**config.mk**
```make
export PLATFORM = sky130hd
export DESIGN_NAME = sub_pipe
export DESIGN_NICKNAME = d
export VERILOG_FILES = /design/src/rtl/sub_pipe.sv
export SDC_FILE = /design/constraint.sdc
export NUM_CORES = 1
export LEC_CHECK = 0
export ABC_AREA = 1
export BUFFER_PORTS_ARGS = -buffer_cell sky130_fd_sc_hd__buf_4
export CAP_MARGIN = 30
export CORE_ASPECT_RATIO = 1.75
export CORE_UTILIZATION = 40
export CTS_BUF_LIST = sky130_fd_sc_hd__clkbuf_4
export DETAILED_ROUTE_END_ITERATION = 7
export PLACE_DENSITY_LB_ADDON = 0.15
export SLEW_MARGIN = 0
export SYNTH_ARGS = -nofsm -noshare
export SYNTH_HDL_FRONTEND = slang
export SYNTH_SLANG_ARGS = --single-unit
export TNS_END_PERCENT = 20
```
**constraint.sdc**
```tcl
create_clock -name clock -period 1.5 [get_ports clock]
set_input_delay 0.3 -clock clock [delete_from_list [all_inputs] [get_ports clock]]
set_output_delay 0.3 -clock clock [all_outputs]
set_load 0.02 [all_outputs]
```
**src/rtl/sub_pipe.sv**
```systemverilog
// Two-stage valid/ready pipelined subtractor (dataa - datab) with borrow and a completed-op counter.
// Optional build macro SUB_PIPE_SATURATE_EN clamps an underflowing result to zero.
module sub_pipe #(
    parameter int WIDTH = 8,
    parameter int CNT_W = 16
) (
    input  logic             clock,
    input  logic             aclr_n,
    input  logic             in_valid,
    output logic             in_ready,
    input  logic [WIDTH-1:0] dataa,
    input  logic [WIDTH-1:0] datab,
    output logic             out_valid,
    input  logic             out_ready,
    output logic [WIDTH-1:0] result,
    output logic             borrow,
    output logic [CNT_W-1:0] ops_done
);

    logic             s1_valid;
    logic             s2_valid;
    logic [WIDTH-1:0] a_q;
    logic [WIDTH-1:0] b_q;
    logic             s2_free;
    logic             s1_adv;
    logic             in_xfer;
    logic [WIDTH:0]   diff;
    logic [WIDTH-1:0] result_next;

    always_comb begin
        s2_free  = !s2_valid || out_ready;
        s1_adv   = s1_valid && s2_free;
        in_ready = !s1_valid || s1_adv;
        in_xfer  = in_valid && in_ready;
        diff     = {1'b0, a_q} - {1'b0, b_q};
`ifdef SUB_PIPE_SATURATE_EN
        result_next = diff[WIDTH] ? '0 : diff[WIDTH-1:0];
`else
        result_next = diff[WIDTH-1:0];
`endif
    end

    assign out_valid = s2_valid;

    // Stage 1 may reload in the same edge that it hands its pair to stage 2.
    always_ff @(posedge clock or negedge aclr_n) begin
        if (!aclr_n) begin
            s1_valid <= 1'b0;
            a_q      <= '0;
            b_q      <= '0;
        end else if (in_xfer) begin
            s1_valid <= 1'b1;
            a_q      <= dataa;
            b_q      <= datab;
        end else if (s1_adv) begin
            s1_valid <= 1'b0;
        end
    end

    always_ff @(posedge clock or negedge aclr_n) begin
        if (!aclr_n) begin
            s2_valid <= 1'b0;
            result   <= '0;
            borrow   <= 1'b0;
        end else if (s1_adv) begin
            s2_valid <= 1'b1;
            result   <= result_next;
            borrow   <= diff[WIDTH];
        end else if (out_ready) begin
            s2_valid <= 1'b0;
        end
    end

    always_ff @(posedge clock or negedge aclr_n) begin
        if (!aclr_n) begin
            ops_done <= '0;
        end else if (s2_valid && out_ready) begin
            ops_done <= ops_done + 1'b1;
        end
    end

endmodule

```
==> results of run 1 <==
-- cell usage in the layout (no fill, tap or decap), types with 2 or more instances in the layout --
master,synthesis,routed
a21oi_1,12,11
buf_4,0,52
clkbuf_4,0,5
dfrtp_1,43,42
ha_1,9,3
ha_2,0,2
ha_4,0,4
inv_1,32,30
inv_2,0,2
mux2_2,7,7
nand2_1,71,69
nand2_2,2,3
nand2_4,2,3
nand3_1,11,9
nand3_2,1,3
nand3b_1,3,3
nor2_1,24,23
nor2_2,1,2
nor2_4,2,2
o21ai_0,7,4
o21ai_1,0,3
o21bai_1,2,2
xnor2_1,8,8
xor2_1,6,6
-- worst register-to-register path, delay by kind of cell (launching register included) --
family | cells | cell delay, ps
buffers and inverters | 1 | 150
adders and majority gates | 2 | 580
DFF | 1 | 410
xor gates and xnor gates | 1 | 150
AOI/OAI and AO/OA | 1 | 100
-- kinds of logic (layout without fill, tap and decap cells) --
logic type,Yosys count,after routing
AND/OR/NAND/NOR,121,121
flip-flops,43,43
buffers and inverters,35,93
AO/OA/AOI/OAI,21,21
XOR/XNOR,14,14
adder cells (fa/ha/maj),10,10
multiplexers,7,7
-- area by class of cell --
| class | count | area share (%) |
|---|---|---|
| inverter | 32 | 4.24 |
| sequential | 43 | 38.0 |
| clock buffer | 5 | 1.32 |
| tap | 74 | 3.27 |
| multi-input combinational | 173 | 37.7 |
| timing repair buffer | 53 | 14.1 |
| clock inverter | 3 | 1.37 |
-- state kept, by name (all words and copies together), names as in the netlist --
register   count
ops_done      16
b_q            8
s1_valid       1
out_valid      1
result         8
a_q            8
borrow         1
-- repair_timing --
| item | in CTS | in global routing |
|---|---|---|
| setup endpoints to repair | 3 | 8 |
| hold endpoints to repair | 43 | 0 |
| hold buffers | 1 | 0 |
| setup buffers | 0 | 1 |
| pin swaps | 0 | 3 |
| gates resized for setup | 1 | 20 |
-- through the flow --
| stage | setup TNS, ps | utilization, % | setup WS, ps |
|---|---|---|---|
| floorplan | 0 | - | 76.6 |
| CTS | 0 | 51.7 | 14.6 |
| finish | 0 | 53.5 | 73.4 |
| global placement | -23.2 | 50.1 | -17.8 |
| global route | -33.9 | 53.5 | -14.8 |
| detailed placement | -103 | 50.1 | -40.3 |
-- cell usage after synthesis (all sizes together) --
cell and n:
nand3 12, ha 9, and2 1, mux2 7, xnor2 8, a21oi 12
or2 1, dfrtp 43, inv 32, buf 3, o21bai 2, nor3 1
nor2 27, o21ai 7, nand4 1, nand2 75, xor2 6, nand3b 3
fa 1
-- final timing paths --
check / startpoint / to / cells after the start
min in group asynchronous: aclr_n / ops_done[2] / 2
max in group asynchronous: aclr_n / out_valid / 2
worst max-delay path: b_q[0] / result[2] / 5
worst max register to register: b_q[0] / result[2] / 5
worst min-delay path: datab[0] / b_q[0] / 2
worst min register to register: result[6] / result[6] / 2
-- per-layer routing --
layer / vias up / part of all wire (%) / wire [um]
met5: - / 0 / 0
met4: 0 / 1.8 / 74
met3: 5 / 3.2 / 132
met2: 31 / 57 / 2330
met1: 801 / 38 / 1580
li1: 893 / - / -
-- power groups by stage --
stage	Sequential (mW)	Clock, mW	Combinational, mW
6_report	1.65	0.722	1.58
5_1_grt	1.69	0.797	1.75
4_1_cts	1.64	0.752	1.49
3_5_place_dp	1.67	0	1.48
3_3_place_gp	1.66	0	1.46
2_1_floorplan	1.88	0	0.687
==> results_dict.tcl, run 1 <==
set metrics [dict create \
    status "complete, no violations" \
    yosysSeqAreaShare_pct 48.8 \
    root_buffer "clkbuf_4" \
    synth_area_leaders "dfrtp_1, nand2_1, inv_1" \
    cts.sinks 43 \
    ant_nets 0 \
    start_util_pct 41.6 \
    firstDrtPassIters 4 \
    antenna_found_initial 0 \
    yosysWarnings 0 \
    syn2layout_area_growth_pct 28.5 \
    power_mw 3.94 \
    regArea_um2 1080 \
    switching_share_pct 37.0 \
    htreeDepth 2 \
    finalSetupViolCount 0 \
    fin_crit_sh_pct 95.1 \
    vias 1730 \
    cp_slowest_stage_delay_ps 410 \
    fin_hold_ws_ps 176 \
    groute.layer.met1.usage_pct 16.6 \
    grt_pass1_wl_um 7090 \
    power.switching_mw 1.46 \
    crit_fanout 3 \
    synth_nets 281 \
    relSlewSlack_pct 64.2 \
    numCtsBuffers 5 \
    grt_max_degree 44 \
    placed_area_um2 2650 \
    cpMaxStageDelayCell "dfrtp_1" \
    die_w_um 58.1 \
    num-fill-cells 520 \
    rsz0062_at_grt "yes" \
    synth_top_family_by_area "simple AND/OR/NAND/NOR gates" \
    io_pins 47 \
    busiest_layer "met2" \
    yosys.area_share.adder_pct 6.02 \
    arrival_ps 1730 \
    clock_skew_ps 17.0 \
    ys_ff_latch 43 \
    avgSynthCellArea_um2 8.78 \
    place_inst 373 \
    core_um2 5300 \
    r2r_slack_ps 70 \
    clk_pin_slew_worst_paths_ps 140 \
    dieArea_um2 5820 \
    track_usage_pct 15.7 \
    layout_min_cycle_time_ps 1430 \
    viasPerCell 4.52 \
    drt_wl_total_um 4120 \
    drtIter0Drc 73 \
    layout-drive-gt1-share_pct 29.8 \
    drc 0 \
    tightest_slew_ps 537 \
    crit_path_start_kind "flip-flop" \
    drv_slew 0 \
    hp-class "primary input to flip-flop" \
    dp_hpwl_um 3100 \
    fin_area_um2 2830 \
    hold_violations 0 \
    stdcell_count 383 \
    use_met2_pct 29.6 \
    critPathTopFamily "adder cells" \
    path_cells "ha_2 -> fa_2 -> buf_4 -> xor2_1 -> o21ai_1" \
    insertion_delay_ps 360 \
    grt-ovfl-total 0 \
    yosys.area_share.simple_pct 24.3 \
    yosysTopAreaCell "dfrtp_1" \
    die_y_um 100 \
    muxShareOfSynthArea_pct 3.58 \
    synth_xor_area_share_pct 5.56 \
    avgRoutedWirePerCell_um 10.8 \
    required_ps 1800 \
    cp-end-kind "flip-flop" \
    multi_input_area_um2 1070 \
    fin_nets 338 \
    synth_cells 251 \
    place_congestion 0.768 \
    cellLeakagePower_nw 1.44 \
    power_frac_comb_pct 39.9 \
    cp_num_buf_inv 1 \
    antennaDiodeCount 0 \
    p_clk_share_pct 18.3 \
    io_buffers 46 \
    syn-cell-area_um2 2200 \
    ys_types 25 \
    pwr-share-seq_pct 41.8 \
    peakVddDrop_mv 0.722 \
    first_global_vias 1672 \
    maxCapViolCount 0 \
    power_density_nw_per_um2 1390 \
    synth_compound_area_share_pct 4.99 \
    clk_path_buf_depth 2 \
    use_met3_pct 2.84 \
    cts_tree "built" \
    worst-setup-path-type "flip-flop to flip-flop" \
    intPower_mw 2.49 \
    max_freq_mhz 701 \
    rows 35 \
    synth.top_cell.area_share_pct 48.8 \
]
No activity file was read; power rests on OpenSTA's default activity.
==> run 2: changes to the inputs <==
==> constraint.sdc (replaced) <==
create_clock -name clock -period 1.5 [get_ports clock]
set_input_delay 0.075 -clock clock [delete_from_list [all_inputs] [get_ports clock]]
set_output_delay 0.075 -clock clock [all_outputs]
set_load 0.02 [all_outputs]
==> results_dict.tcl, run 2 (same netlist as run 1, synthesis figures left out) <==
set metrics [dict create \
    layout_commonest_cell "nand2_1" \
    antennaDiodeCount 0 \
    finalSetupViolCount 0 \
    clock_skew_ps 3.37 \
    required_ps 1790 \
    layout-drive-gt1-share_pct 27.4 \
    dieArea_um2 5820 \
    crit_fanout 3 \
    numCtsBuffers 5 \
    drt_wl_total_um 4350 \
    cp_slowest_stage_delay_ps 410 \
    multi_input_area_um2 1060 \
    start_util_pct 41.6 \
    grt_pass1_wl_um 7620 \
    cts.sinks 43 \
    die_y_um 100 \
    tightest_slew_ps 539 \
    wl_met2_um 2490 \
    fin_crit_sh_pct 97.3 \
    power_density_nw_per_um2 1330 \
    antenna_found_initial 0 \
    crit_path_start_kind "flip-flop" \
    htreeDepth 2 \
    dp_hpwl_um 3110 \
    max_freq_mhz 685 \
    peakVddDrop_mv 0.600 \
    rsz0062_at_grt "yes" \
    place_congestion 0.769 \
    rows 35 \
    drc 0 \
    insertion_delay_ps 350 \
    cts_tree "built" \
    grt_max_degree 44 \
    worst-setup-path-type "flip-flop to flip-flop" \
    core_um2 5300 \
    io_buffers 46 \
    cpMaxStageDelayCell "dfrtp_1" \
    mostFrequentLayoutCells "nand2_1, buf_4, dfrtp_1" \
    num-fill-cells 523 \
    ant_nets 0 \
    wl_met1_um 1650 \
    cellLeakagePower_nw 1.51 \
    fin_hold_ws_ps 19.9 \
    vias 1799 \
    viasPerCell 4.51 \
    clk_pin_slew_worst_paths_ps 130 \
    clk_path_buf_depth 2 \
    maxCapViolCount 0 \
    status "complete, no violations" \
    hp-class "primary input to flip-flop" \
    track_usage_pct 17.0 \
    cp-end-kind "flip-flop" \
    drtIter0Drc 62 \
    largest_reg_flops 16 \
    regArea_um2 1080 \
    path_cells "ha_2 -> fa_2 -> buf_4 -> xor2_1 -> o21ai_1" \
    first_global_vias 1804 \
    layout_min_cycle_time_ps 1460 \
    arrival_ps 1740 \
    top_layer "met4" \
    power_mw 3.97 \
    fin_nets 354 \
    io_pins 47 \
    top_register "ops_done" \
    root_buffer "clkbuf_4" \
    grt-ovfl-total 0 \
    hold_violations 0 \
    avgRoutedWirePerCell_um 10.9 \
    syn2layout_area_growth_pct 35.6 \
    firstDrtPassIters 2 \
    wl_met3_um 114 \
    die_w_um 58.1 \
    relSlewSlack_pct 64.1 \
    drv_slew 0 \
]
-- run 2: cell type report --
| cell class | instances | share of cell area (%) |
|---|---|---|
| Tap cell | 74 | 3.10 |
| Clock buffer | 5 | 1.26 |
| Clock inverter | 3 | 1.30 |
| Timing Repair Buffer | 69 | 18.8 |
| Multi-Input combinational cell | 173 | 35.6 |
| Inverter | 32 | 4.02 |
| Sequential cell | 43 | 36.0 |
-- run 2: where the power goes --
part	leakage (nW)	internal (mW)	switching, mW	total [mW]
Sequential	0.527	1.43	0.213	1.64
Clock	0.0426	0.343	0.377	0.720
Combinational	0.939	0.738	0.869	1.61
-- run 2: worst max-delay path, delay by kind of cell (launching register included) --
kind                       cells  cell delay, ps
buffers and inverters          1             150
xor gates and xnor gates       1             150
adders and majority gates      2             580
AOI/OAI and AO/OA              1             110
DFF                            1             410
-- run 2: through the flow --
step | setup slack, ps | util (%) | std cells | area [um2] | setup TNS, ps
final | 40.7 | 56.4 | 399 | 2990 | 0
after global routing | -21.3 | 56.4 | 399 | 2990 | -60.6
after CTS | 5.15 | 54.8 | 398 | 2900 | 0
after detailed placement | -44.7 | 50.1 | 373 | 2650 | -106
after global placement | -17.4 | 50.1 | 373 | 2650 | -22.2
after floorplan | 76.6 | - | 251 | 2200 | 0
-- run 2: path summary, 6_finish.rpt --
| path | from | to | slack [ps] | cells after the start |
|---|---|---|---|---|
| worst max-delay path | b_q[0] | result[2] | 40 | 5 |
| worst min-delay path | out_ready | out_valid | 20 | 4 |
| worst max register to register | b_q[0] | result[2] | 40 | 5 |
| worst min register to register | result[6] | result[6] | 500 | 2 |
| max in group asynchronous | aclr_n | ops_done[9] | 890 | 2 |
| min in group asynchronous | aclr_n | ops_done[4] | 240 | 2 |
-- run 2: per-layer routing --
layer	vias to the layer above	GRT usage, %
li1	931	-
met3	9	3.09
met4	0	7.14
met1	826	17.5
met2	33	32.4
met5	-	0
-- run 2: what timing repair did --
item / in CTS / in global routing
hold buffers: 17 / 0
pin swaps: 0 / 3
setup endpoints to repair: 3 / 7
hold endpoints to repair: 59 / 0
resized for setup: 1 / 16
setup buffers: 0 / 1
==> run 3: changes to the inputs <==
Settings changed: ABC_AREA 1 to default, CORE_MARGIN from default to 4.
==> results_dict.tcl, run 3 <==
set metrics [dict create \
    ys_types 42 \
    syn2layout_area_growth_pct 39.0 \
    r2r_slack_ps -170 \
    synth_most_common_cell "dfrtp_1" \
    track_usage_pct 14.7 \
    drc 0 \
    ant_nets 0 \
    die_y_um 104 \
    avgSynthCellArea_um2 11.3 \
    grt-ovfl-total 0 \
    first_global_vias 1674 \
    die_w_um 63.1 \
    synth_nets 218 \
    place_congestion 0.820 \
    drtIter0Drc 37 \
    rows 34 \
    ys_ff_latch 43 \
    cts_tree "built" \
    peakVddDrop_mv 0.659 \
    fin_area_um2 2950 \
    fin_nets 308 \
    io_pins 47 \
    insertion_delay_ps 350 \
    largest_reg_flops 16 \
    cp_slowest_stage_delay_ps 390 \
    synth_area_leaders "dfrtp_1, mux2_2, xnor2_1" \
    yosysSeqAreaShare_pct 50.7 \
    async_reset_ff_share_pct 100 \
    yosysWarnings 0 \
    drv_slew 0 \
    start_util_pct 41.9 \
    layout_commonest_cell "buf_4" \
    power_density_nw_per_um2 1320 \
    max_freq_mhz 599 \
    clk_path_buf_depth 2 \
    path_cells "inv_1 -> ha_2 -> fa_2 -> nor2b_4 -> o31a_1 -> or4_1 -> nand3_1" \
    avgRoutedWirePerCell_um 13.8 \
    io_buffers 46 \
    core_um2 5060 \
    numCtsBuffers 5 \
    synth_cells 188 \
    dp_hpwl_um 3450 \
    firstDrtPassIters 4 \
    cp_num_buf_inv 1 \
    antennaDiodeCount 0 \
    mostFrequentLayoutCells "buf_4, dfrtp_1, dlygate4sd3_1" \
    violations "setup timing" \
    cp-end-kind "flip-flop" \
    rsz0062_at_grt "yes" \
    maxCapViolCount 0 \
    dieArea_um2 6580 \
    cellLeakagePower_nw 1.40 \
    worst-setup-path-type "flip-flop to flip-flop" \
    grt_pass1_wl_um 7700 \
    hold_violations 0 \
    antenna_found_initial 0 \
    root_buffer "clkbuf_4" \
    required_ps 1800 \
    arrival_ps 1970 \
    placed_area_um2 2690 \
    tns_ps -552 \
    stdcell_count 333 \
    top_register "ops_done" \
    yosys-top-cells-count "dfrtp_1, mux2_2, nand2_1, inv_1, xnor2_1" \
    synth-edff-count 0 \
    place_inst 307 \
    ys.flop_type "dfrtp_1" \
    fin_crit_sh_pct 111 \
    syn-cell-area_um2 2120 \
    cts.sinks 43 \
    layout-drive-gt1-share_pct 39.1 \
    status "finished with violations" \
    num-fill-cells 462 \
    clk_pin_slew_worst_paths_ps 120 \
    use_met3_pct 3.78 \
    tightest_slew_ps 543 \
    synth.top_cell.area_share_pct 50.7 \
    use_met2_pct 26.8 \
    crit_path_start_kind "flip-flop" \
    htreeDepth 2 \
    yosysTopAreaCell "dfrtp_1" \
    busiest_layer "met2" \
    finalSetupViolCount 5 \
    hp-class "primary input to flip-flop" \
    grt_max_degree 44 \
    cpMaxStageDelayCell "dfrtp_1" \
    layout_min_cycle_time_ps 1670 \
    fin_ws_ps -169 \
    relSlewSlack_pct 63.8 \
    cts_setup_buffers 0 \
    viasPerCell 5.04 \
    crit_fanout 2 \
    critPathTopFamily "simple AND/OR/NAND/NOR gates" \
    vias 1678 \
    groute.layer.met1.usage_pct 15.3 \
    drt_wl_total_um 4590 \
    clock_skew_ps 4.76 \
]
## run 3: final timing paths
kind,end,from,cells after the start
setup / recovery,result[6],a_q[0],7
hold / removal,ops_done[2],out_ready,3
setup reg to reg,result[6],a_q[0],7
hold reg to reg,ops_done[15],ops_done[15],1
max in group asynchronous,out_valid,aclr_n,2
min in group asynchronous,ops_done[4],aclr_n,2
## run 3: cell type report
type	count	area, um2	area share, %
flip-flops and latches	43	1080	36.5
clock inverters	2	7.51	0.254
multi-input cells	130	1020	34.6
repair buffers	85	683	23.2
inverters	13	48.8	1.65
clock buffers	6	45.0	1.53
well taps	54	67.6	2.29
## run 3: cells by family (layout without fill, tap and decap cells)
family,count (synthesis),after routing,share of synthesized area [%]
compound gates,25,25,8.19
xor+xnor,16,16,6.60
fa+ha+maj,10,10,6.25
buf+inv,15,106,3.01
flops,43,43,50.7
mux,17,17,9.02
simple gates,62,62,16.3
## run 3: metrics by stage
stage	hold WS, ps	util, %	setup slack [ps]	power (mW)
floorplan	-221	-	-207	2.51
global placement	104	53.1	-203	3.27
detailed placement	102	53.1	-228	3.30
CTS	4.38	58.1	-239	3.93
global route	16.4	58.3	-250	4.16
finish	16.3	58.3	-169	3.88
## run 3: worst register-to-register path, stage by stage, from the launching register on
cell,delay [ps]
dfrtp_1,390
inv_1,60
ha_2,180
fa_2,220
nor2b_4,40
o31a_1,240
or4_1,390
nand3_1,90
## run 3: what timing repair did
item,CTS,global route
gates cloned,0,0
resized for setup,8,3
hold endpoints to repair,60,0
endpoints found under the setup margin,6,6
pin swaps,5,4
hold buffers,18,0
## run 3: layer usage
metal | share of wire [%] | wire length, um | vias up
met1 | 38 | 1740 | 787
li1 | - | - | 845
met4 | 2.6 | 119 | 0
met3 | 4.9 | 225 | 8
met5 | 0 | 0 | -
met2 | 54 | 2500 | 38
## run 3: power breakdown
group | internal (mW) | total (mW) | switching (mW)
Sequential | 1.41 | 1.60 | 0.183
Combinational | 0.880 | 1.74 | 0.857
Clock | 0.192 | 0.550 | 0.358
Total | 2.49 | 3.88 | 1.40
